## src/rtl/mem_port_arbiter_if.sv

```systemverilog
// Bus bundle for mem_port_arbiter: IF and DM requester ports, the shared memory port and stall.
// The slave modport is the arbiter's view; master is the fetch/LSU/memory side.
interface mem_port_arbiter_if #(
  parameter int ADDR_W = 32,
  parameter int DATA_W = 32
);
  localparam int BE_W = DATA_W / 8;

  logic              if_req;
  logic [ADDR_W-1:0] if_addr;
  logic              if_valid;
  logic [DATA_W-1:0] if_rdata;

  logic              dm_req;
  logic              dm_we;
  logic [ADDR_W-1:0] dm_addr;
  logic [DATA_W-1:0] dm_wdata;
  logic [BE_W-1:0]   dm_be;
  logic              dm_valid;
  logic [DATA_W-1:0] dm_rdata;

  logic              mem_req;
  logic              mem_we;
  logic [ADDR_W-1:0] mem_addr;
  logic [DATA_W-1:0] mem_wdata;
  logic [BE_W-1:0]   mem_be;
  logic              mem_gnt;
  logic              mem_rvalid;
  logic [DATA_W-1:0] mem_rdata;

  logic              stall;

  modport slave (
    input  if_req, if_addr, dm_req, dm_we, dm_addr, dm_wdata, dm_be,
           mem_gnt, mem_rvalid, mem_rdata,
    output if_valid, if_rdata, dm_valid, dm_rdata,
           mem_req, mem_we, mem_addr, mem_wdata, mem_be, stall
  );

  modport master (
    output if_req, if_addr, dm_req, dm_we, dm_addr, dm_wdata, dm_be,
           mem_gnt, mem_rvalid, mem_rdata,
    input  if_valid, if_rdata, dm_valid, dm_rdata,
           mem_req, mem_we, mem_addr, mem_wdata, mem_be, stall
  );
endinterface

```

## src/rtl/mem_port_arbiter.sv

```systemverilog
// Shares one single-outstanding memory port between instruction fetch and load/store.
// DM has priority; a starvation counter forces an IF grant after STARVE_MAX contested DM grants.
module mem_port_arbiter #(
  parameter int ADDR_W     = 32,
  parameter int DATA_W     = 32,
  parameter int STARVE_MAX = 4
) (
  input logic                 clk,
  input logic                 rst,
  mem_port_arbiter_if.slave   bus
);
  localparam int BE_W  = DATA_W / 8;
  localparam int CNT_W = $clog2(STARVE_MAX + 1);
  localparam logic [CNT_W-1:0] STARVE_LIM = CNT_W'(STARVE_MAX);

  typedef enum logic [1:0] {IDLE, REQ, RESP} state_t;
  typedef enum logic [1:0] {OWN_NONE, OWN_IF, OWN_DM} owner_t;

  state_t            state_q, state_d;
  owner_t            owner_q, owner_d;
  logic [CNT_W-1:0]  starve_cnt_q, starve_cnt_d;
  logic              mem_req_q, mem_req_d;
  logic              mem_we_q, mem_we_d;
  logic [ADDR_W-1:0] mem_addr_q, mem_addr_d;
  logic [DATA_W-1:0] mem_wdata_q, mem_wdata_d;
  logic [BE_W-1:0]   mem_be_q, mem_be_d;

  logic if_starved;
  assign if_starved = bus.if_req && (starve_cnt_q == STARVE_LIM);

  always_comb begin
    state_d      = state_q;
    owner_d      = owner_q;
    starve_cnt_d = starve_cnt_q;
    mem_req_d    = mem_req_q;
    mem_we_d     = mem_we_q;
    mem_addr_d   = mem_addr_q;
    mem_wdata_d  = mem_wdata_q;
    mem_be_d     = mem_be_q;
    case (state_q)
      IDLE: begin
        if (bus.dm_req && !if_starved) begin
          owner_d     = OWN_DM;
          state_d     = REQ;
          mem_req_d   = 1'b1;
          mem_we_d    = bus.dm_we;
          mem_addr_d  = bus.dm_addr;
          mem_wdata_d = bus.dm_wdata;
          mem_be_d    = bus.dm_be;
          // Reaching here with if_req set implies the counter is below the limit.
          starve_cnt_d = bus.if_req ? starve_cnt_q + 1'b1 : '0;
        end else if (bus.if_req) begin
          owner_d      = OWN_IF;
          state_d      = REQ;
          mem_req_d    = 1'b1;
          mem_we_d     = 1'b0;
          mem_addr_d   = bus.if_addr;
          mem_wdata_d  = '0;
          mem_be_d     = '1;
          starve_cnt_d = '0;
        end
      end
      REQ: begin
        if (bus.mem_gnt) begin
          state_d   = RESP;
          mem_req_d = 1'b0;
        end
      end
      RESP: begin
        if (bus.mem_rvalid) begin
          state_d = IDLE;
          owner_d = OWN_NONE;
        end
      end
      default: begin
        state_d   = IDLE;
        owner_d   = OWN_NONE;
        mem_req_d = 1'b0;
      end
    endcase
  end

  always_ff @(posedge clk or posedge rst) begin
    if (rst) begin
      state_q      <= IDLE;
      owner_q      <= OWN_NONE;
      starve_cnt_q <= '0;
      mem_req_q    <= 1'b0;
      mem_we_q     <= 1'b0;
      mem_addr_q   <= '0;
      mem_wdata_q  <= '0;
      mem_be_q     <= '0;
    end else begin
      state_q      <= state_d;
      owner_q      <= owner_d;
      starve_cnt_q <= starve_cnt_d;
      mem_req_q    <= mem_req_d;
      mem_we_q     <= mem_we_d;
      mem_addr_q   <= mem_addr_d;
      mem_wdata_q  <= mem_wdata_d;
      mem_be_q     <= mem_be_d;
    end
  end

  // Responses only count in RESP, so an rvalid alongside mem_gnt or after reset is dropped.
  logic resp_hit;
  assign resp_hit = (state_q == RESP) && bus.mem_rvalid;

  assign bus.if_valid  = resp_hit && (owner_q == OWN_IF);
  assign bus.dm_valid  = resp_hit && (owner_q == OWN_DM);
  assign bus.if_rdata  = bus.mem_rdata;
  assign bus.dm_rdata  = bus.mem_rdata;
  assign bus.mem_req   = mem_req_q;
  assign bus.mem_we    = mem_we_q;
  assign bus.mem_addr  = mem_addr_q;
  assign bus.mem_wdata = mem_wdata_q;
  assign bus.mem_be    = mem_be_q;
  assign bus.stall     = (bus.if_req & ~bus.if_valid) | (bus.dm_req & ~bus.dm_valid);
endmodule

```

## src/flat_wrapper.sv

```systemverilog
// flat-port wrapper written by rule: the top's interface ports become plain ports
module mem_port_arbiter_flat 
#(
  parameter int ADDR_W     = 32,
  parameter int DATA_W     = 32,
  parameter int STARVE_MAX = 4
)
  (clk, rst, bus_if_req, bus_if_addr, bus_dm_req, bus_dm_we, bus_dm_addr, bus_dm_wdata, bus_dm_be, bus_mem_gnt, bus_mem_rvalid, bus_mem_rdata, bus_if_valid, bus_if_rdata, bus_dm_valid, bus_dm_rdata, bus_mem_req, bus_mem_we, bus_mem_addr, bus_mem_wdata, bus_mem_be, bus_stall);
  mem_port_arbiter_if #(.ADDR_W(ADDR_W), .DATA_W(DATA_W)) bus_i ();
  input logic clk;
  input logic rst;
  input wire logic [$bits(bus_i.if_req)-1:0] bus_if_req;
  input wire logic [$bits(bus_i.if_addr)-1:0] bus_if_addr;
  input wire logic [$bits(bus_i.dm_req)-1:0] bus_dm_req;
  input wire logic [$bits(bus_i.dm_we)-1:0] bus_dm_we;
  input wire logic [$bits(bus_i.dm_addr)-1:0] bus_dm_addr;
  input wire logic [$bits(bus_i.dm_wdata)-1:0] bus_dm_wdata;
  input wire logic [$bits(bus_i.dm_be)-1:0] bus_dm_be;
  input wire logic [$bits(bus_i.mem_gnt)-1:0] bus_mem_gnt;
  input wire logic [$bits(bus_i.mem_rvalid)-1:0] bus_mem_rvalid;
  input wire logic [$bits(bus_i.mem_rdata)-1:0] bus_mem_rdata;
  output wire logic [$bits(bus_i.if_valid)-1:0] bus_if_valid;
  output wire logic [$bits(bus_i.if_rdata)-1:0] bus_if_rdata;
  output wire logic [$bits(bus_i.dm_valid)-1:0] bus_dm_valid;
  output wire logic [$bits(bus_i.dm_rdata)-1:0] bus_dm_rdata;
  output wire logic [$bits(bus_i.mem_req)-1:0] bus_mem_req;
  output wire logic [$bits(bus_i.mem_we)-1:0] bus_mem_we;
  output wire logic [$bits(bus_i.mem_addr)-1:0] bus_mem_addr;
  output wire logic [$bits(bus_i.mem_wdata)-1:0] bus_mem_wdata;
  output wire logic [$bits(bus_i.mem_be)-1:0] bus_mem_be;
  output wire logic [$bits(bus_i.stall)-1:0] bus_stall;
  assign bus_i.if_req = bus_if_req;
  assign bus_i.if_addr = bus_if_addr;
  assign bus_i.dm_req = bus_dm_req;
  assign bus_i.dm_we = bus_dm_we;
  assign bus_i.dm_addr = bus_dm_addr;
  assign bus_i.dm_wdata = bus_dm_wdata;
  assign bus_i.dm_be = bus_dm_be;
  assign bus_i.mem_gnt = bus_mem_gnt;
  assign bus_i.mem_rvalid = bus_mem_rvalid;
  assign bus_i.mem_rdata = bus_mem_rdata;
  assign bus_if_valid = bus_i.if_valid;
  assign bus_if_rdata = bus_i.if_rdata;
  assign bus_dm_valid = bus_i.dm_valid;
  assign bus_dm_rdata = bus_i.dm_rdata;
  assign bus_mem_req = bus_i.mem_req;
  assign bus_mem_we = bus_i.mem_we;
  assign bus_mem_addr = bus_i.mem_addr;
  assign bus_mem_wdata = bus_i.mem_wdata;
  assign bus_mem_be = bus_i.mem_be;
  assign bus_stall = bus_i.stall;
  mem_port_arbiter #(.ADDR_W(ADDR_W), .DATA_W(DATA_W), .STARVE_MAX(STARVE_MAX)) u_core (.clk(clk), .rst(rst), .bus(bus_i));
endmodule
```

## config.mk

```make
export PLATFORM = sky130hd
export DESIGN_NAME = mem_port_arbiter_flat
export DESIGN_NICKNAME = d
export VERILOG_FILES = /design/src/rtl/mem_port_arbiter_if.sv /design/src/rtl/mem_port_arbiter.sv /design/src/flat_wrapper.sv
export SDC_FILE = /design/constraint.sdc
export NUM_CORES = 1
export LEC_CHECK = 0
export CAP_MARGIN = 20
export CORE_AREA = 2 2 108 110
export CTS_CLUSTER_DIAMETER = 60
export DETAILED_ROUTE_END_ITERATION = 16
export DIE_AREA = 0 0 110 112
export PLACE_DENSITY = 0.82
export SYNTH_ARGS = -nofsm -noshare
export SYNTH_HDL_FRONTEND = slang
export SYNTH_SLANG_ARGS = --single-unit
```

## constraint.sdc

```tcl
create_clock -name clk -period 5.95 [get_ports clk]
set_input_delay 1.19 -clock clk [delete_from_list [all_inputs] [get_ports clk]]
set_output_delay 1.19 -clock clk [all_outputs]
set_load 0.1 [all_outputs]
```

==> results of run 1 <==
final cells by class:
type	instances	area, um^2
tap	143	179
inverter	6	23.8
multi-input combinational	205	1350
timing repair buffer	187	1880
clock buffer	12	246
clock inverter	2	35.0
sequential	77	1930
fill	1001	5540
final timing paths:
check / cells after the start / startpoint / end
max: 4 / bus_mem_rvalid / bus_if_valid
min: 1 / u_core.bus.mem_wdata[23] / u_core.bus.mem_wdata[23]
max reg2reg: 6 / u_core.starve_cnt_q[0] / u_core.bus.mem_addr[18]
min reg2reg: 1 / u_core.bus.mem_wdata[23] / u_core.bus.mem_wdata[23]
max in group asynchronous: 3 / rst / u_core.starve_cnt_q[2]
min in group asynchronous: 3 / rst / u_core.bus.mem_addr[4]
flip-flops by register name, indices dropped and copies added, names as in the netlist:
name / cells
u_core.bus.mem_addr: 32
u_core.bus.mem_wdata: 32
u_core.bus.mem_be: 4
u_core.starve_cnt_q: 3
u_core.owner_q: 2
u_core.state_q: 2
u_core.bus.mem_req: 1
u_core.bus.mem_we: 1
per-stage QoR:
stage	std cells	hold slack, ns	util [%]	setup slack [ns]	instance area (um^2)
floorplan	390	0.491	-	1.11	4020
global placement	616	0.491	47.6	1.57	5320
finish	632	0.504	50.5	1.52	5640
CTS	632	0.508	50.5	1.53	5640
global route	632	0.516	50.5	1.48	5640
detailed placement	618	0.491	47.9	1.54	5360
routing by layer:
metal	GRT usage (%)	share of wire [%]	vias up
met4	9.11	3.4	0
met5	0	0	-
met2	29.1	48	199
li1	-	-	1570
met1	20.7	39	1651
met3	5.74	10	38
cell families after synthesis:
group,Yosys count
compound gates,115
fa+ha+maj,2
buf+inv,108
flops,77
simple gates,88
placed cells by master (no fill, tap or decap), drive strengths merged, types with 4 or more instances in the layout:
| cell type | instances |
|---|---|
| a22o | 34 |
| dfrtp | 77 |
| nand3 | 34 |
| o211ai | 33 |
| o21ai | 36 |
| inv | 5 |
| nand4 | 32 |
| clkbuf | 12 |
| a2bb2oi | 4 |
| nand2 | 4 |
| buf | 9 |
| clkdlybuf4s50 | 178 |
| nor2 | 6 |
| nor3 | 4 |
cell usage after synthesis, drive strengths merged, types with 4 or more instances:
cell / instances
nor2: 6
nand3: 34
o211ai: 33
dfrtp: 77
inv: 6
nand4: 32
a22o: 34
o21ai: 36
buf: 94
clkbuf: 8
a2bb2oi: 4
nand2: 4
nor3: 4
worst register-to-register path: stages (launching register included):
cell      delay, ns
dfrtp_1        0.38
inv_1          0.10
ha_1           0.20
nand3_2        0.55
and2_1         0.53
buf_4          0.28
o211ai_1       0.26
==> impl_metrics.json, run 1 <==
{
  "synth.cell_area_um2": 4010,
  "grt-ovfl-total": 0,
  "rows": 39,
  "worst-path-buf-inv": 2,
  "clk_pin_slew_ns": 0.05,
  "status": "completed",
  "drv_cap": 0,
  "crit_top_cell": "clkdlybuf4s50_1",
  "synth_area_leaders": "dfrtp_1, buf_4, a22o_1",
  "setup_viol": 0,
  "cp_max_fo": 3,
  "final_nets": 627,
  "critPathLaunchType": "input port",
  "drive_gt1_share_pct": 5.52,
  "tritoncts": "yes",
  "cts.sinks": 77,
  "synth_top_area_share_pct": 48.0,
  "max_freq_mhz": 226,
  "antennaDiodeCount": 0,
  "synth_top_family_by_area": "compound AO/OA/AOI/OAI gates",
  "synth_xor_area_share_pct": 0,
  "num_io_pins": 276,
  "critical_path.endpoint_type": "primary output",
  "synthToLayoutAreaGrowth_pct": 40.5,
  "hold_viol_final": 0,
  "drtIter0Drc": 411,
  "hold_class": "reg -> reg",
  "synth.avg_cell_area_um2": 10.3,
  "die_x_um": 110,
  "cpLargestDelayFamily": "buffers and inverters",
  "die_area_um2": 12300,
  "cp_slowest_cell": "clkdlybuf4s50_1",
  "core_area_um2": 11200,
  "yosysWarningCount": 0,
  "drtPass1Iterations": 5,
  "clock_latency_ns": 0.32,
  "grt_pass1_wl_mm": 17.3,
  "wl_mm": 11.0,
  "yosysSeqAreaShare_pct": 48.0,
  "postSynthCellCount": 390,
  "arrival_ns": 3.24,
  "htreeDepth": 3,
  "port_buffers": 179,
  "cts.path.max_buffers": 2,
  "reg2reg_slack_ns": 3.55,
  "synth-edff-count": 0,
  "skew_ns": 0.00837,
  "grtUsageTotal_pct": 17.8,
  "synth_fp_nets": 531,
  "path_cells": "clkdlybuf4s50_1, nand3b_1, nor3b_2, clkdlybuf4s50_1",
  "critPathKind": "in -> out",
  "hpwl_mm": 7.67,
  "post-route-period-util_pct": 74.4,
  "synthArstFlopShare_pct": 100,
  "root_buffer": "clkbuf_16",
  "cts_hold_buf": 0,
  "relSlewSlack_pct": 33.5,
  "start_util_pct": 35.9,
  "antenna_left": 0,
  "ys_types": 33,
  "dominantRegCellSynth": "dfrtp_1",
  "vias_per_cell": 5.47,
  "antenna_found_initial": 0,
  "route.detailed.drc": 0,
  "synth-simple-area-share_pct": 12.2,
  "synth_compound_area_share_pct": 20.5,
  "grt_max_degree": 78,
  "rsz0062_at_grt": "false",
  "slowest_delay_ns": 1.16,
  "cts-resized-gates": 0,
  "grt_pass1_vias": 3504,
  "gp_congestion": 0.729,
  "die_height_um": 112,
  "muxShareOfSynthArea_pct": 0,
  "min_period_ns": 4.43,
  "ys_ff_latch": 77,
  "worst_pin_slew_ns": 0.995,
  "synth_fa_ha_area_share_pct": 0.623,
  "cts_inserted_buffers": 9,
  "required_ns": 4.76,
  "wire_per_inst_um": 17.5,
  "post_cts_buffers": 0,
  "tns_ns": 0,
  "vias": 3458,
  "drv_slew": 0,
  "yosysTopAreaCell": "dfrtp_1"
}
Power of run 1 is left out: the tool's default activity adds up to more than one toggle a clock period on the data nets, which glitch-free logic cannot reach.
==> run 2: changes to the inputs <==
--- a/config.mk
+++ b/config.mk
@@ -6,10 +6,9 @@
 export NUM_CORES = 1
 export LEC_CHECK = 0
 export CAP_MARGIN = 20
-export CORE_AREA = 2 2 108 110
+export CORE_UTILIZATION = 36
 export CTS_CLUSTER_DIAMETER = 60
 export DETAILED_ROUTE_END_ITERATION = 16
-export DIE_AREA = 0 0 110 112
 export PLACE_DENSITY = 0.82
 export SYNTH_ARGS = -nofsm -noshare
 export SYNTH_HDL_FRONTEND = slang
==> constraint.sdc (replaced) <==
create_clock -name clk -period 4.44 [get_ports clk]
set_input_delay 0.888 -clock clk [delete_from_list [all_inputs] [get_ports clk]]
set_output_delay 0.888 -clock clk [all_outputs]
set_load 0.1 [all_outputs]
==> impl_metrics.json, run 2 (synthesis gave the netlist of run 1 again) <==
{
  "relSlewSlack_pct": 33.0,
  "critPathLaunchType": "input port",
  "min_period_ns": 3.28,
  "grt-ovfl-total": 0,
  "tritoncts": "yes",
  "clk_pin_slew_ns": 0.07,
  "post-route-period-util_pct": 73.8,
  "final.setup.worst_slack_ns": 1.16,
  "post_cts_buffers": 0,
  "final_cell_area_um2": 5580,
  "htreeDepth": 3,
  "port_buffers": 179,
  "antennaDiodeCount": 0,
  "die_x_um": 108,
  "cts-resized-gates": 0,
  "grt_max_degree": 52,
  "wire_per_inst_um": 18.8,
  "hpwl_mm": 8.18,
  "cts_inserted_buffers": 9,
  "antenna_left": 0,
  "drtPass1Iterations": 4,
  "drv_cap": 0,
  "cts.path.max_buffers": 2,
  "required_ns": 3.55,
  "die_area_um2": 11600,
  "n_fill_cell": 999,
  "drive_gt1_share_pct": 6.53,
  "wl_mm": 11.9,
  "dpl-instance-area_um2": 5330,
  "vias": 3456,
  "worst_pin_slew_ns": 1.00,
  "die_height_um": 108,
  "hold_class": "reg -> reg",
  "setup_viol": 0,
  "cts.sinks": 77,
  "rows": 38,
  "final_core_util_pct": 51.5,
  "grt_pass1_wl_mm": 17.9,
  "vias_per_cell": 5.49,
  "grtUsageTotal_pct": 20.2,
  "cp_max_fo": 11,
  "skew_ns": 0.0118,
  "synthToLayoutAreaGrowth_pct": 39.0,
  "final_nets": 627,
  "clock_latency_ns": 0.35,
  "rsz0062_at_grt": "false",
  "layout_commonest_cell": "clkdlybuf4s50_1",
  "gp_congestion": 0.771,
  "cts_hold_buf": 0,
  "max_freq_mhz": 305,
  "arrival_ns": 2.39,
  "antenna_found_initial": 0,
  "root_buffer": "clkbuf_8",
  "drtIter0Drc": 230,
  "status": "completed",
  "grt_pass1_vias": 3526,
  "hold_viol_final": 0,
  "critPathKind": "in -> out",
  "tns_ns": 0,
  "num_io_pins": 276,
  "critical_path.endpoint_type": "primary output",
  "preCtsSetupSlack_ns": 1.17,
  "start_util_pct": 37.0,
  "route.detailed.drc": 0,
  "core_area_um2": 10800,
  "drv_slew": 0,
  "final_cell_mix": "clkdlybuf4s50_1, dfrtp_1, a22o_1"
}
-- run 2: changes by cell type in the layout (fill, tap and decap cells not counted), moves of 2 or more --
cell and delta:
clkbuf_1 -2, clkdlybuf4s50_1 -2, clkbuf_16 -9, clkbuf_8 +10
buf_4 +3, bufinv_16 +2
-- run 2: per-layer routing --
metal  vias to the layer above  global-route usage, %  wire length, um
met5                         -                      0                0
met4                         0                   9.78              260
met3                        30                   4.12             1010
met2                       182                   35.3             6160
met1                      1676                   23.4             4440
li1                       1568                      -                -
-- run 2: layout make-up --
type                    count  area, um^2  area share (%)
well taps                 140         175            3.14
repair buffers            187        1860            33.3
clock buffers              11         151            2.71
clock inverters             4        95.1            1.70
inverters                   6        23.8           0.426
flip-flops and latches     77        1930            34.5
multi-input cells         205        1350            24.2
-- run 2: path summary, 6_finish.rpt --
path / startpoint / to / slack, ns / depth (start not counted)
max: bus_dm_req / bus_stall / 1.16 / 4
min: u_core.bus.mem_wdata[14] / u_core.bus.mem_wdata[14] / 0.51 / 1
max reg2reg: u_core.starve_cnt_q[0] / u_core.bus.mem_addr[6] / 2.05 / 6
min reg2reg: u_core.bus.mem_wdata[14] / u_core.bus.mem_wdata[14] / 0.51 / 1
max in group asynchronous: rst / u_core.bus.mem_wdata[9] / 2.50 / 3
min in group asynchronous: rst / u_core.bus.mem_wdata[18] / 1.03 / 2
-- run 2: critical path: stages --
cell and delay [ns]:
clkdlybuf4s50_1 0.81, o21ai_0 0.19, a22oi_1 0.28, buf_12 0.22
-- run 2: metrics by stage --
stage               hold WS, ns  std cells
finish                    0.509        630
global route              0.528        630
CTS                       0.513        630
detailed placement        0.491        615
global placement          0.490        615
floorplan                 0.491        390
Power of run 2 is left out for the same reason.
==> run 3: changes to the inputs <==
--- a/config.mk
+++ b/config.mk
@@ -6,10 +6,10 @@
 export NUM_CORES = 1
 export LEC_CHECK = 0
 export CAP_MARGIN = 20
-export CORE_UTILIZATION = 36
+export CORE_UTILIZATION = 32
 export CTS_CLUSTER_DIAMETER = 60
 export DETAILED_ROUTE_END_ITERATION = 16
-export PLACE_DENSITY = 0.82
+export PLACE_DENSITY = 0.77
 export SYNTH_ARGS = -nofsm -noshare
 export SYNTH_HDL_FRONTEND = slang
 export SYNTH_SLANG_ARGS = --single-unit
==> constraint.sdc (replaced) <==
create_clock -name clk -period 2.7 [get_ports clk]
set_input_delay 0.54 -clock clk [delete_from_list [all_inputs] [get_ports clk]]
set_output_delay 0.54 -clock clk [all_outputs]
set_load 0.1 [all_outputs]
==> impl_metrics.json, run 3 (synthesis gave the netlist of run 1 again) <==
{
  "path_cells": "clkdlybuf4s50_1, nand3b_1, nor3b_4, a22oi_2, buf_12",
  "gp_congestion": 0.788,
  "hold_class": "reg -> reg",
  "final_nets": 629,
  "relSlewSlack_pct": 54.7,
  "use_met2_pct": 28.8,
  "dpl-instance-area_um2": 5270,
  "wire_per_inst_um": 17.0,
  "synthToLayoutAreaGrowth_pct": 39.0,
  "cts.sinks": 77,
  "grt_pass1_wl_mm": 17.5,
  "skew_ns": 0.00484,
  "grt_busiest_layer": "met2",
  "drive_gt1_share_pct": 20.9,
  "cts-resized-gates": 0,
  "critPathLaunchType": "input port",
  "slowest_delay_ns": 0.50,
  "drv_slew": 0,
  "grtUsageMet1_pct": 20.9,
  "route.detailed.drc": 0,
  "vias": 3409,
  "multi_input_area_um2": 1360,
  "core_area_um2": 12100,
  "num_io_pins": 276,
  "n_fill_cell": 1121,
  "critPathKind": "in -> out",
  "antenna_found_initial": 0,
  "final_cell_mix": "clkdlybuf4s50_1, buf_4, dfrtp_1",
  "rsz0062_at_grt": "false",
  "vias_per_cell": 5.16,
  "clk_pin_slew_ns": 0.06,
  "cts.path.max_buffers": 2,
  "arrival_ns": 1.82,
  "die_height_um": 114,
  "port_buffers": 179,
  "root_buffer": "clkbuf_16",
  "worst-path-buf-inv": 2,
  "grtUsageTotal_pct": 17.3,
  "critical_path.endpoint_type": "primary output",
  "layout_commonest_cell": "clkdlybuf4s50_1",
  "cts_inserted_buffers": 9,
  "clock_latency_ns": 0.33,
  "drtPass1Iterations": 5,
  "grt_max_degree": 67,
  "wl_mm": 11.3,
  "hold_ws_ns": 0.507,
  "rows": 40,
  "cp_max_fo": 3,
  "final_cell_area_um2": 5580,
  "drtIter0Drc": 490,
  "hpwl_mm": 7.78,
  "cts_hold_buf": 0,
  "max_freq_mhz": 423,
  "antenna_left": 0,
  "gr-usage-met3_pct": 5.05,
  "tritoncts": "yes",
  "worst_pin_slew_ns": 0.679,
  "min_period_ns": 2.36,
  "grt-ovfl-total": 0,
  "die_area_um2": 13000,
  "cp_slowest_cell": "clkdlybuf4s50_1",
  "antennaDiodeCount": 0,
  "grt_pass1_vias": 3384,
  "cpLargestDelayFamily": "buffers and inverters",
  "die_x_um": 114,
  "start_util_pct": 33.1,
  "post-route-period-util_pct": 87.6,
  "tns_ns": 0,
  "htreeDepth": 3,
  "status": "completed",
  "drv_cap": 0,
  "setup_viol": 0,
  "required_ns": 2.16,
  "hold_viol_final": 0,
  "post_cts_buffers": 0,
  "regArea_um2": 1930
}
==> run 3: changes by cell type in the layout (fill, tap and decap cells not counted), sizes merged <==
cell	before	now
buf	11	83
bufinv	3	2
clkbuf	11	12
clkdlybuf4s50	176	106
clkinvlp	0	1
==> run 3: area by class of cell <==
cell class / count / area share (%)
multi-input cells: 205 / 24.4
clock buffers: 12 / 4.24
well taps: 168 / 3.77
inverters: 6 / 0.426
flip-flops and latches: 77 / 34.5
repair buffers: 189 / 31.3
clock inverters: 4 / 1.30
==> run 3: worst paths after layout <==
kind	to	from	slack, ns	depth (start not counted)
min in group asynchronous	u_core.bus.mem_wdata[9]	rst	0.62	2
setup / recovery	bus_stall	bus_mem_rvalid	0.34	5
max in group asynchronous	u_core.bus.mem_wdata[2]	rst	1.45	3
hold / removal	u_core.bus.mem_wdata[12]	u_core.bus.mem_wdata[12]	0.51	1
hold reg to reg	u_core.bus.mem_wdata[12]	u_core.bus.mem_wdata[12]	0.51	1
setup reg to reg	u_core.bus.mem_addr[21]	u_core.starve_cnt_q[0]	0.78	7
==> run 3: layer usage <==
metal	vias to the layer above	share of wire, %
met2	174	49
met4	0	1.5
met5	-	0
met3	21	8.6
met1	1630	41
li1	1584	-
==> run 3: metrics by stage <==
| stage | worst slack, ns | std cells | util [%] |
|---|---|---|---|
| 4_1_cts | 0.320 | 661 | 46.1 |
| 3_5_place_dp | 0.256 | 645 | 43.5 |
| 2_1_floorplan | -0.0200 | 390 | - |
| 5_1_grt | 0.279 | 661 | 46.1 |
| 6_report | 0.336 | 661 | 46.1 |
| 3_3_place_gp | 0.330 | 645 | 43.5 |
Power of run 3 is left out for the same reason.
